==> config.mk <==
export PLATFORM = sky130hd
export DESIGN_NAME = raw_capture_ctrl
export DESIGN_NICKNAME = d
export VERILOG_FILES = /design/src/rtl/raw_pipe_pkg.sv /design/src/rtl/raw_pos_counter.sv /design/src/rtl/raw_capture_ctrl.sv
export SDC_FILE = /design/constraint.sdc
export NUM_CORES = 1
export LEC_CHECK = 0
export CORE_ASPECT_RATIO = 0.8
export CORE_MARGIN = 2
export CORE_UTILIZATION = 50
export DETAILED_ROUTE_END_ITERATION = 8
export MAX_ROUTING_LAYER = met4
export PLACE_DENSITY = 0.73
export SYNTH_ARGS = -nofsm -noshare
export SYNTH_HDL_FRONTEND = slang
export SYNTH_SLANG_ARGS = --single-unit
==> constraint.sdc <==
create_clock -name iCLK -period 2.9 [get_ports iCLK]
set_input_delay 0.435 -clock iCLK [delete_from_list [all_inputs] [get_ports iCLK]]
set_output_delay 0.435 -clock iCLK [all_outputs]
set_load 0.005 [all_outputs]
==> src/rtl/raw_pipe_pkg.sv <==
// Shared definitions for the raw pixel pipeline: capture state encoding,
// pixel width and default geometry. Also used by the demosaic stage.
package raw_pipe_pkg;

  localparam int PIX_W        = 12;
  localparam int H_ACTIVE_DEF = 1280;
  localparam int CNT_W_DEF    = 16;
  localparam int FCNT_W_DEF   = 32;

  typedef enum logic [1:0] {
    IDLE   = 2'd0,
    ARMED  = 2'd1,
    ACTIVE = 2'd2
  } capState_t;

endpackage

==> src/rtl/raw_pos_counter.sv <==
// X/Y position tracker for captured pixels. X/Y hold the position of the
// next pixel to be accepted. X wraps at H_ACTIVE-1 and advances Y. A line
// that ends early (LVAL falls with X not back at 0) forces a new line and
// raises a sticky error that is cleared only when a new frame starts.
module raw_pos_counter
  import raw_pipe_pkg::*;
#(
  parameter int H_ACTIVE = H_ACTIVE_DEF,
  parameter int CNT_W    = CNT_W_DEF
) (
  input  logic             iCLK,
  input  logic             iRST_n,
  input  logic             iClear,
  input  logic             iPixVal,
  input  logic             iLineEnd,
  output logic [CNT_W-1:0] oX,
  output logic [CNT_W-1:0] oY,
  output logic             oLineErr
);

  localparam logic [CNT_W-1:0] X_LAST  = CNT_W'(H_ACTIVE - 1);
  localparam logic [CNT_W-1:0] CNT_ONE = CNT_W'(1);

  logic [CNT_W-1:0] xReg, yReg, xNext, yNext;
  logic             errReg, errNext;

  // Next position: pixel advance first, then a short-line correction if LVAL
  // dropped before the line wrapped on its own.
  always_comb begin
    xNext   = xReg;
    yNext   = yReg;
    errNext = errReg;
    if (iClear) begin
      xNext   = '0;
      yNext   = '0;
      errNext = 1'b0;
    end else begin
      if (iPixVal) begin
        if (xReg == X_LAST) begin
          xNext = '0;
          yNext = yReg + CNT_ONE;
        end else begin
          xNext = xReg + CNT_ONE;
        end
      end
      if (iLineEnd && (xNext != '0)) begin
        xNext   = '0;
        yNext   = yNext + CNT_ONE;
        errNext = 1'b1;
      end
    end
  end

  // Position and error state registers.
  always_ff @(posedge iCLK or negedge iRST_n) begin
    if (!iRST_n) begin
      xReg   <= '0;
      yReg   <= '0;
      errReg <= 1'b0;
    end else begin
      xReg   <= xNext;
      yReg   <= yNext;
      errReg <= errNext;
    end
  end

  assign oX       = xReg;
  assign oY       = yReg;
  assign oLineErr = errReg;

endmodule

==> src/rtl/raw_capture_ctrl.sv <==
// Raw sensor capture sequencer. Qualifies pixels with FVAL/LVAL, gates
// capture with start/stop commands on whole-frame boundaries, and produces
// the pixel strobe plus X/Y position for the line-buffer stage.
// Optional build macro RAW_CAPTURE_FRAME_SKIP_EN adds iSkip: the number of
// complete frames dropped after arming before capture begins.
module raw_capture_ctrl
  import raw_pipe_pkg::*;
#(
  parameter int H_ACTIVE = H_ACTIVE_DEF,
  parameter int CNT_W    = CNT_W_DEF,
  parameter int FCNT_W   = FCNT_W_DEF
) (
  input  logic              iCLK,
  input  logic              iRST_n,
  input  logic [PIX_W-1:0]  iDATA,
  input  logic              iFVAL,
  input  logic              iLVAL,
  input  logic              iSTART,
  input  logic              iEND,
`ifdef RAW_CAPTURE_FRAME_SKIP_EN
  input  logic [3:0]        iSkip,
`endif
  output logic [PIX_W-1:0]  oDATA,
  output logic              oDVAL,
  output logic [CNT_W-1:0]  oX_Cont,
  output logic [CNT_W-1:0]  oY_Cont,
  output logic [FCNT_W-1:0] oFrame_Cont,
  output logic              oBusy,
  output logic              oLine_Err
);

  localparam logic [FCNT_W-1:0] FCNT_ONE = FCNT_W'(1);

  capState_t        state, stateNext;
  logic             fval_d, lval_d;
  logic [PIX_W-1:0] data_d;
  logic             stop_pend, stopPendNext;
  logic             run;

  logic             fvalRise, fvalFall, lvalFall;
  logic             pixVal, skipDone, captureStart, frameDone;
  logic [CNT_W-1:0] xPos, yPos;

  // Edges are taken between the live pins and their registered copies.
  assign fvalRise = iFVAL & ~fval_d;
  assign fvalFall = ~iFVAL & fval_d;
  assign lvalFall = ~iLVAL & lval_d;

  // A pixel counts only while capturing and inside both strobes.
  assign pixVal       = (state == ACTIVE) & fval_d & lval_d;
  assign captureStart = (state == ARMED) & ~iEND & fvalRise & skipDone;
  assign frameDone    = (state == ACTIVE) & fvalFall;

  // One register stage on the sensor pins.
  always_ff @(posedge iCLK or negedge iRST_n) begin
    if (!iRST_n) begin
      fval_d <= 1'b0;
      lval_d <= 1'b0;
      data_d <= '0;
    end else begin
      fval_d <= iFVAL;
      lval_d <= iLVAL;
      data_d <= iDATA;
    end
  end

`ifdef RAW_CAPTURE_FRAME_SKIP_EN
  logic [3:0] skipCnt;
  logic       skipSeenRise;

  assign skipDone = (skipCnt == 4'd0);

  // Count down whole frames while armed; a frame counts only if its rising
  // edge was seen, so a frame already in flight at arm time is not counted.
  always_ff @(posedge iCLK or negedge iRST_n) begin
    if (!iRST_n) begin
      skipCnt      <= 4'd0;
      skipSeenRise <= 1'b0;
    end else if ((state == IDLE) && (stateNext == ARMED)) begin
      skipCnt      <= iSkip;
      skipSeenRise <= 1'b0;
    end else if ((state == ARMED) && !skipDone) begin
      if (fvalRise) begin
        skipSeenRise <= 1'b1;
      end else if (fvalFall && skipSeenRise) begin
        skipCnt      <= skipCnt - 4'd1;
        skipSeenRise <= 1'b0;
      end
    end
  end
`else
  assign skipDone = 1'b1;
`endif

  // Capture FSM next-state logic; a stop request always wins over start.
  always_comb begin
    stateNext    = state;
    stopPendNext = stop_pend;
    case (state)
      IDLE: begin
        stopPendNext = 1'b0;
        if (iSTART && !iEND) stateNext = ARMED;
      end
      ARMED: begin
        stopPendNext = 1'b0;
        if (iEND)              stateNext = IDLE;
        else if (captureStart) stateNext = ACTIVE;
      end
      ACTIVE: begin
        if (iEND)        stopPendNext = 1'b1;
        else if (iSTART) stopPendNext = 1'b0;
        if (fvalFall) begin
          stateNext    = stopPendNext ? IDLE : ARMED;
          stopPendNext = 1'b0;
        end
      end
      default: begin
        stateNext    = IDLE;
        stopPendNext = 1'b0;
      end
    endcase
  end

  // FSM state, pending stop and busy flag.
  always_ff @(posedge iCLK or negedge iRST_n) begin
    if (!iRST_n) begin
      state     <= IDLE;
      stop_pend <= 1'b0;
      run       <= 1'b0;
    end else begin
      state     <= stateNext;
      stop_pend <= stopPendNext;
      run       <= (stateNext != IDLE);
    end
  end

  raw_pos_counter #(
    .H_ACTIVE (H_ACTIVE),
    .CNT_W    (CNT_W)
  ) uPosCounter (
    .iCLK     (iCLK),
    .iRST_n   (iRST_n),
    .iClear   (captureStart),
    .iPixVal  (pixVal),
    .iLineEnd (lvalFall & (state == ACTIVE)),
    .oX       (xPos),
    .oY       (yPos),
    .oLineErr (oLine_Err)
  );

  // Output pixel, strobe and position registered together.
  always_ff @(posedge iCLK or negedge iRST_n) begin
    if (!iRST_n) begin
      oDATA   <= '0;
      oDVAL   <= 1'b0;
      oX_Cont <= '0;
      oY_Cont <= '0;
    end else begin
      oDATA <= data_d;
      oDVAL <= pixVal;
      if (captureStart) begin
        oX_Cont <= '0;
        oY_Cont <= '0;
      end else if (pixVal) begin
        oX_Cont <= xPos;
        oY_Cont <= yPos;
      end
    end
  end

  // Completed-frame counter, bumped as a captured frame closes.
  always_ff @(posedge iCLK or negedge iRST_n) begin
    if (!iRST_n) begin
      oFrame_Cont <= '0;
    end else if (frameDone) begin
      oFrame_Cont <= oFrame_Cont + FCNT_ONE;
    end
  end

  assign oBusy = run;

endmodule

Yosys cells after proc, flatten, opt, wreduce, memory -nomap -nowiden

Index checks and enable logic that the tools add are counted.

Flip-flop bits (word level): 128
Logic and storage cells: 69
Bits in writable memories: 0
Latch bits: 0
Bits in read-only memories: 0
Output and inout bits: 79
Input port bits: 18
Memories: 0

Multipliers: 0
Reductions and logical operators: 8
Muxes and demuxes: 27
Divide/modulo/power cells: 0
Shift operators: 0
Magnitude comparators: 0
$add $sub $neg: 4
Bitwise operators: 13
Equal/unequal tests: 3

Operator list:

| kind                                                               | number |
|---|---|
| 16-bit two-way mux                                                 | 14 |
| 16-bit by 1-bit adder with 16-bit output (second input constant)   | 3 |
| 32-bit by 1-bit adder with 32-bit output (second input constant)   | 1 |
| 16-bit by 11-bit == test with 1-bit output (second input constant) | 1 |
| 16-bit nonzero test                                                | 1 |
| 1-bit bitwise AND                                                  | 9 |
| 1-bit two-way mux                                                  | 8 |
| 2-bit two-way mux                                                  | 4 |
| 2-bit case mux with 3 select lines                                 | 1 |
| 2-bit nonzero test                                                 | 3 |
| 1-bit inverter                                                     | 4 |
| 2-bit by 1-bit == test with 1-bit output (second input constant)   | 1 |
| 2-bit == test (second input constant)                              | 1 |
| 1-bit logical AND                                                  | 2 |
| 2-bit logical NOT                                                  | 1 |
| 1-bit logical NOT                                                  | 1 |

Logic depth before layout (Yosys ltp)

Gate-level depths: netlist of the first run.

Depth after elaboration: 9
Depth in mapped cells: 10
Mapped depth without buffers: 10

Modules after synthesis

From an unflattened synthesis of the first run, not the netlist that was laid out.

Cells, all modules: 553
Area total of the unflattened synthesis: 6,115.9 µm²

Modules (own cells, without submodules):

| module           | sequential area each (µm²) | area each (µm²) | instances | cells an instance |
|---|---|---|---|---|
| raw_capture_ctrl | 2,377.3                    | 3,530.9         | 1         | 258 |
| raw_pos_counter  | 825.8                      | 2,585.0         | 1         | 295 |

Worst setup path after synthesis of the first run

Ideal clock, no wire load.

Kind: register -> register
From: register uPosCounter.xReg[8] (netlist: uPosCounter.oX[8])
To: register uPosCounter.yReg[10] (netlist: uPosCounter.oY[10])
Path slack: 357 ps
Stages on the path, launching flop included: 11
Arrival: 2,415 ps
Library setup time: 128 ps
Buffers on the path: 1
Required time: 2,772 ps
Clock period less this slack: 2,543 ps
Path through: dfrtp_1 > buf_6 > nor4b_4 > nand2_4 > nor2_2 > xor2_1 > ha_1 > and3_1 > nand2_1 > or3_1 > mux2i_1

Word-level cells in the longest chain between the ends: 8
Elaborated cells on any way between the ends: 13
Classes of those cells: 2 x add/sub; 1 x eq/ne; 8 x mux; 2 x reduce/logical

Ends and longest elaborated chain:

| item                                                                                                   | line                                         | source |
|---|---|---|
| start: declaration                                                                                     | raw_pos_counter.sv:24                        | `logic [CNT_W-1:0] xReg, yReg, xNext, yNext;` |
| start signal: assignment                                                                               | raw_pos_counter.sv:61                        | `xReg <= xNext;` |
| 16-bit by 1-bit adder with 16-bit output or 16-bit by 11-bit == test with 1-bit output (tied branches) | raw_pos_counter.sv:43, raw_pos_counter.sv:39 |  |
| 16-bit two-way mux                                                                                     | raw_pos_counter.sv:39                        | `if (xReg == X_LAST) begin` |
| 16-bit two-way mux                                                                                     | raw_pos_counter.sv:38                        | `if (iPixVal) begin` |
| 16-bit two-way mux                                                                                     | raw_pos_counter.sv:33                        | `if (iClear) begin` |
| 16-bit nonzero test                                                                                    | raw_pos_counter.sv:46                        | `if (iLineEnd && (xNext != '0)) begin` |
| 1-bit logical AND                                                                                      | raw_pos_counter.sv:46                        |  |
| 16-bit two-way mux (*)                                                                                 | raw_pos_counter.sv:46                        |  |
| 16-bit two-way mux (*)                                                                                 | raw_pos_counter.sv:33                        |  |
| via uPosCounter.yNext[10]                                                                              | raw_pos_counter.sv:24                        |  |
| end signal: assignment                                                                                 | raw_pos_counter.sv:62                        | `yReg <= yNext;` |
| end: declaration                                                                                       | raw_pos_counter.sv:24                        |  |

Mark *: on every way through the listed nets, which the timed path passes. The rest lies on a longest branch. The select of a mux whose other input is x is not followed.
A chain may end at the register's enable or synchronous reset.

Final worst setup path of the first run

From: register uPosCounter.xReg[7] (netlist: uPosCounter.oX[7])
To: register uPosCounter.yReg[8] (netlist: uPosCounter.oY[8])

Same word-level chain as after synthesis.

==> metrics, run 1 <==
most area-hungry cell type in the Yosys netlist=dfrtp_1; Root Driver=clkbuf_16; antenna fix cells=0; clock network power share=39.5%; DIE HEIGHT=103 um; sw frac=~28%; post-route setup TNS=0 ns; Leak Pwr=approximately 3.5 nW; Net Count, Synth=632; NetSw=approximately 1.6 mW; Setup WS pre-CTS=0.104 ns; worst slew margin relative to its limit=53.1%; clock-pin slew on the worst setup and hold paths=around 0.060 ns; Top Ports=a little under 100; HPWL after DPL=about 11 mm; CP max-delay cell=or4_1; Clock Skews=between 0.007 and 0.008 ns; Met1 Wirelength=7.45 mm; Synth cell types=68; Setup CP Type=reg -> reg; synth top area cells=dfrtp_1, nand2_1, xnor2_1, a21oi_1, nand3_1; RSZ-0062 raised after global routing=no; Final Hold Violating Endpoints=0; deepest clock path buffer count=2; fraction of registers with async set or reset after synthesis=100%; Pint=about 4.1 mW; Starting Density=about 51%; vias in the first global route=approximately 4600; post-layout power=5.71 mW; post-synthesis compound-gate area fraction=approximately 8.4%; crit path from=uPosCounter.oX[7]$_DFF_PN0_; DR DRC count=0; startpoint types=register; cell family with most CP delay=simple AND/OR/NAND/NOR gates; post-synth top area share=~52%; Hold Slack=0.348 ns; first-pass GRT wire length=about 24 mm; Syn-to-layout area delta=32.5%; r2r startpoint=uPosCounter.oX[7]$_DFF_PN0_; CTS Buf Count=17; Ys Warns=0; worst skew pair latency=0.42 ns; Critical Path Sink Type=register; Via Count=5003; Critical Path RT=approximately 3.3 ns; core area=0.0121 sq mm; Worst Min Path Start=data_d[11]$_DFF_PN0_; pin count of the biggest net entering global routing=76; Mapped Cells=slightly above 600; Setup WS post-layout=0.101 ns; Final Setup Violations=0; Routed Antenna Nets=0; final WL=15.4 mm; Gate power share=roughly a fifth; CP max FO=15; Top Metal Used=met4; chip width=approximately 130 um; max_cap viols=0; Primary FF master, synth=dfrtp_1; synthesized flop and latch total=around 130; post-synthesis mux area share=under 10%; Via density=approximately 5.6; top cells by count, synth=dfrtp_1, nand2_1, xnor2_1; NumNets Final=756; final core utilization=67.1%; TritonCTS clock tree=built; H-tree levels=4; Port-buffer cells=96; top-count cell post-synth=dfrtp_1; critical path arrival=3.14 ns; Detailed Routing Iterations Pass 1=5; gr usage total=between 20% and 30%; Tmin final=between 2 and 3 ns; pwr dens=704 mW/mm^2; worst hold path type=reg -> reg; site row count=36; max-slew violations=0; Seq/Total Area, Yosys=52.4%; global route overflow=0; Synth Area in Adders=less than 1%; Post-synth EDFFs=0; worst vdd ir=0.542 mV; wire per inst=17.1 um; sequential share of power=approximately 40%; die area=0.0131 sq mm; Slew @ Worst Pin=0.704 ns; status=finished, final reports clean; layout cells sized above 1=15.8%; CP Buf/Inv Count=1; Post-Synth XOR/XNOR Area=just over 8%; synthesized area=roughly 0.006 sq mm; Slowest Stage Delay on Critical Path=0.55 ns; metal3 WL=949 um; fmax=357 MHz; DR WL met2=6.77 mm; Crit path top cell by count=or4_1; largest family of logic cells by synthesized area=simple AND/OR/NAND/NOR gates; fraction of the mapped netlist area in simple logic gates=24.8%; DRT iter0 DRCs=about 370; initial antenna violation count=0; worst path cell trace=nand4_1 -> or2_1 -> or4_1 -> nand4_2 -> o31ai_4 -> buf_4 -> or4_1 -> a21oi_1; CTS sink cnt=128; gpl congestion=approximately 0.95; fin crit share=between 90% and 100%; syn avg cell area=10.0 sq um
metal layers:
layer	global-route usage, %	up-vias
met4	8.37	0
li1	-	2375
met2	34.1	184
met1	37.1	2423
met5	-	-
met3	5.50	21
final timing paths:
check	end	slack [ns]	cells after the start
min reg2reg	oDATA[11]$_DFF_PN0_	0.35	0
max reg2reg	uPosCounter.oY[8]$_DFF_PN0_	0.10	8
max	uPosCounter.oY[8]$_DFF_PN0_	0.10	8
min	oDATA[11]$_DFF_PN0_	0.35	0
max in group asynchronous	oFrame_Cont[21]$_DFFE_PN0P_	1.71	3
min in group asynchronous	oX_Cont[0]$_DFFE_PN0P_	0.46	2
area by class of cell:
class | instances | area, sq um
fill | 943 | 3970
sequential | 128 | 3210
multi-input combinational | 439 | 2740
timing repair buffer | 141 | 1310
clock buffer | 18 | 439
tap | 152 | 190
clock inverter | 13 | 186
inverter | 7 | 28.8
timing repair:
item	4_1_cts	5_1_grt
hold buffers	1	0
endpoints found under the hold margin	19	0
endpoints found under the setup margin	0	25
gates resized for setup	0	12
buffers inserted	0	5
sequential cells by signal (all words and copies together), names as in the netlist, 2 cells and up:
| name | flops |
|---|---|
| data_d | 12 |
| oX_Cont | 16 |
| oY_Cont | 16 |
| state | 2 |
| uPosCounter.oY | 16 |
| oDATA | 12 |
| uPosCounter.oX | 16 |
| oFrame_Cont | 32 |
through the flow:
stage	instances	cell area (sq um)
final	898	8100
after global routing	898	8100
after CTS	893	8010
after detailed placement	861	7380
after global placement	861	7380
after floorplan	610	6110
cell usage in the layout (no fill, tap or decap), drive strengths merged, types with 8 or more instances in the layout:
cell type,instances
clkbuf,18
o21ai,8
nand3,33
and3,17
nor4,10
nor3,19
nor2,26
xnor2,46
nand2,115
xor2,12
dfrtp,128
clkdlybuf4s50,95
inv,9
nand4,21
a21oi,45
buf,45
mux2i,8
cell families (layout without fill, tap and decap cells):
group                    Yosys count  after routing
XOR/XNOR                          58             58
multiplexers                      10             10
AND/OR/NAND/NOR                  287            287
AO/OA/AOI/OAI                     80             80
buffers and inverters             43            179
flip-flops                       128            128
adder cells (fa/ha/maj)            4              4
power groups by stage:
| stage | clock network (mW) | registers [mW] | logic [mW] |
|---|---|---|---|
| 2_1_floorplan | 0 | 2.22 | 0.619 |
| 3_3_place_gp | 0 | 2.29 | 1.10 |
| 3_5_place_dp | 0 | 2.31 | 1.13 |
| 4_1_cts | 2.30 | 2.28 | 1.15 |
| 5_1_grt | 2.39 | 2.32 | 1.29 |
| 6_report | 2.25 | 2.29 | 1.17 |
worst register-to-register path, cell delays in order (launching register included):
cell and delay, ns:
dfrtp_1 0.53, nand4_1 0.25, or2_1 0.28, or4_1 0.55, nand4_2 0.17, o31ai_4 0.09
buf_4 0.21, or4_1 0.49, a21oi_1 0.16
Note: power is estimated with default switching activity, not from simulation.
==> run 2, diff against run 1 <==
clock period = 3.25 ns   (was 2.9 ns; I/O delays follow)
==> run 2 against run 1 <==
Net effect:
- final cell count is 3.2% lower
- flip-flop and latch count stayed put
- wire length is 2.4% lower
- largest power group unchanged
- highest routed layer unchanged
- sequential power is 8.7% lower
- combinational power is 24% lower
- register-to-register slack better by 0.12 ns
- via count is 2.6% lower
- setup slack better by 0.12 ns
- critical path type unchanged
- critical path depth is 2 higher
- sequential share of layout area is 1.6 points higher
==> metrics, run 2 (synthesis gave the netlist of run 1 again) <==
NumNets Final=726 (-4.0%); global route overflow=0 (unchanged); worst skew pair latency=0.42 ns (about the same); Syn-to-layout area delta=27.4%; first-pass GRT wire length=23.8 mm (-2.6%); gr usage total=24.1% (-1.0 points); layout cells sized above 1=11.3% (-4.5 points); post-route setup TNS=0 ns (unchanged); TritonCTS clock tree=built; Clock Skews=0.0122 ns (+0.00514 ns); Final Hold Violating Endpoints=0 (unchanged); Slew @ Worst Pin=0.793 ns (+0.0895 ns); Setup CP Type=reg -> reg; RSZ-0062 raised after global routing=no; fin crit share=93.2% (-3.3 points); fmax=330 MHz (-7.6%); final WL=15.0 mm (-2.4%); Top Ports=97 (unchanged); r2r startpoint=state[0]$_DFF_PN0_; most frequent cells in the layout=dfrtp_1, nand2_1, clkdlybuf4s50_1; final core utilization=64.5% (-2.6 points); post-layout power=4.87 mW (-15%); status=finished, final reports clean; gpl congestion=0.941 (-1.0%); DR DRC count=0 (unchanged); max-slew violations=0 (unchanged); R2R setup slack=0.22 ns (+0.12 ns); core area=0.0121 sq mm (unchanged); CTS Buf Count=17 (unchanged); Reg with most FFs=oFrame_Cont; commonest non-fill, non-tap cell in the layout=dfrtp_1; design area=0.00779 sq mm (-3.9%); Critical Path RT=3.54 ns (+0.29 ns); max_cap viols=0 (unchanged); worst hold path type=in -> async; deepest clock path buffer count=2 (unchanged); vias in the first global route=4565 (-1.8%); Starting Density=50.6% (unchanged); die area=0.0131 sq mm (unchanged); worst vdd ir=0.494 mV (-8.7%); CTS sink cnt=128 (unchanged); Critical Path Sink Type=register; antenna fix cells=0 (unchanged); wire per inst=17.3 um (+0.88%); site row count=36 (unchanged); DRT iter0 DRCs=416 (+13%); startpoint types=register; Port-buffer cells=96 (unchanged); initial antenna violation count=0 (unchanged); chip width=128 um (unchanged); Via Count=4874 (-2.6%); worst slew margin relative to its limit=47.1% (-6.0 points); CP max FO=23 (+8); Setup WS pre-CTS=0.168 ns (+0.0634 ns); max reg flops=32 (unchanged); Tmin final=3.03 ns (+0.229 ns); Detailed Routing Iterations Pass 1=5 (unchanged); pin count of the biggest net entering global routing=59 (-22%); Root Driver=clkbuf_16; placed inst area=0.00718 sq mm (-2.6%); clock-pin slew on the worst setup and hold paths=0.06 ns (about the same); critical path arrival=3.32 ns (+0.18 ns); Worst R2R Path Depth=10 (+2); Leak Pwr=3.27 nW (-5.4%); pwr dens=625 mW/mm^2 (-11%); HPWL after DPL=10.6 mm (-1.2%); Via density=5.61 (+0.67%); Routed Antenna Nets=0 (unchanged); Setup WS post-layout=0.222 ns (+0.121 ns); DIE HEIGHT=103 um (unchanged); crit path from=state[0]$_DFF_PN0_; H-tree levels=4 (unchanged); Final Setup Violations=0 (unchanged); RR Endpoint=uPosCounter.oY[10]$_DFF_PN0_; Post-CTS Hold Fix Bufs=0 (-1); Post CTS Setup Buffer Count=0 (unchanged)
## run 2: cell types whose count changed in the layout (fill, tap and decap cells not counted), sizes merged
cell / change
buf: -29
bufinv: -2
clkinv: +2
inv: +2
clkinvlp: -1
dlygate4sd3: -1
## run 2: per-stage QoR
stage               std cells  hold WS [ns]
global route              869         0.213
finish                    869         0.150
CTS                       869         0.181
global placement          837         0.333
detailed placement        837         0.336
floorplan                 610         0.192
## run 2: power by group
group          internal [mW]  leakage [nW]  switching (mW)
Clock                   1.16         0.285           0.729
Combinational          0.491          1.30           0.395
Sequential              1.82          1.69           0.277
Total                   3.47          3.27            1.40
## run 2: layout make-up
type / instances / area [sq um]
multi-input cells: 439 / 2700
inverters: 7 / 31.3
fillers: 978 / 4280
flip-flops and latches: 128 / 3200
clock buffers: 18 / 439
repair buffers: 111 / 1070
well taps: 152 / 190
clock inverters: 14 / 156
## run 2: critical path, stage by stage (launching register included)
cell and delay, ns:
dfrtp_1 0.44, nand4b_4 0.36, inv_6 0.26, nand3_2 0.22, nor2_2 0.22, xor2_1 0.25
ha_1 0.20, and3_1 0.24, nand2_1 0.17, or3_1 0.40, mux2i_1 0.13
## run 2: what timing repair did
item | CTS | global route
resized for setup | 0 | 2
hold endpoints to repair | 0 | 0
setup endpoints to repair | 0 | 2
## run 2: worst max-delay path by stage
stage / cells past startpoint / end
after global routing: 9 / uPosCounter.oY[13]$_DFF_PN0_
after global placement: 8 / oFrame_Cont[31]$_DFFE_PN0P_
after floorplan: 10 / uPosCounter.oY[10]$_DFF_PN0_
final: 10 / uPosCounter.oY[10]$_DFF_PN0_
after detailed placement: 8 / oFrame_Cont[31]$_DFFE_PN0P_
after CTS: 9 / uPosCounter.oY[13]$_DFF_PN0_
## run 2: per-layer routing
| layer | up-vias | track usage [%] | part of all wire (%) |
|---|---|---|---|
| met4 | 0 | 6.76 | 1.1 |
| met2 | 151 | 33.6 | 44 |
| met5 | - | - | 0 |
| li1 | 2316 | - | - |
| met1 | 2392 | 35.5 | 50 |
| met3 | 15 | 5.24 | 5.1 |
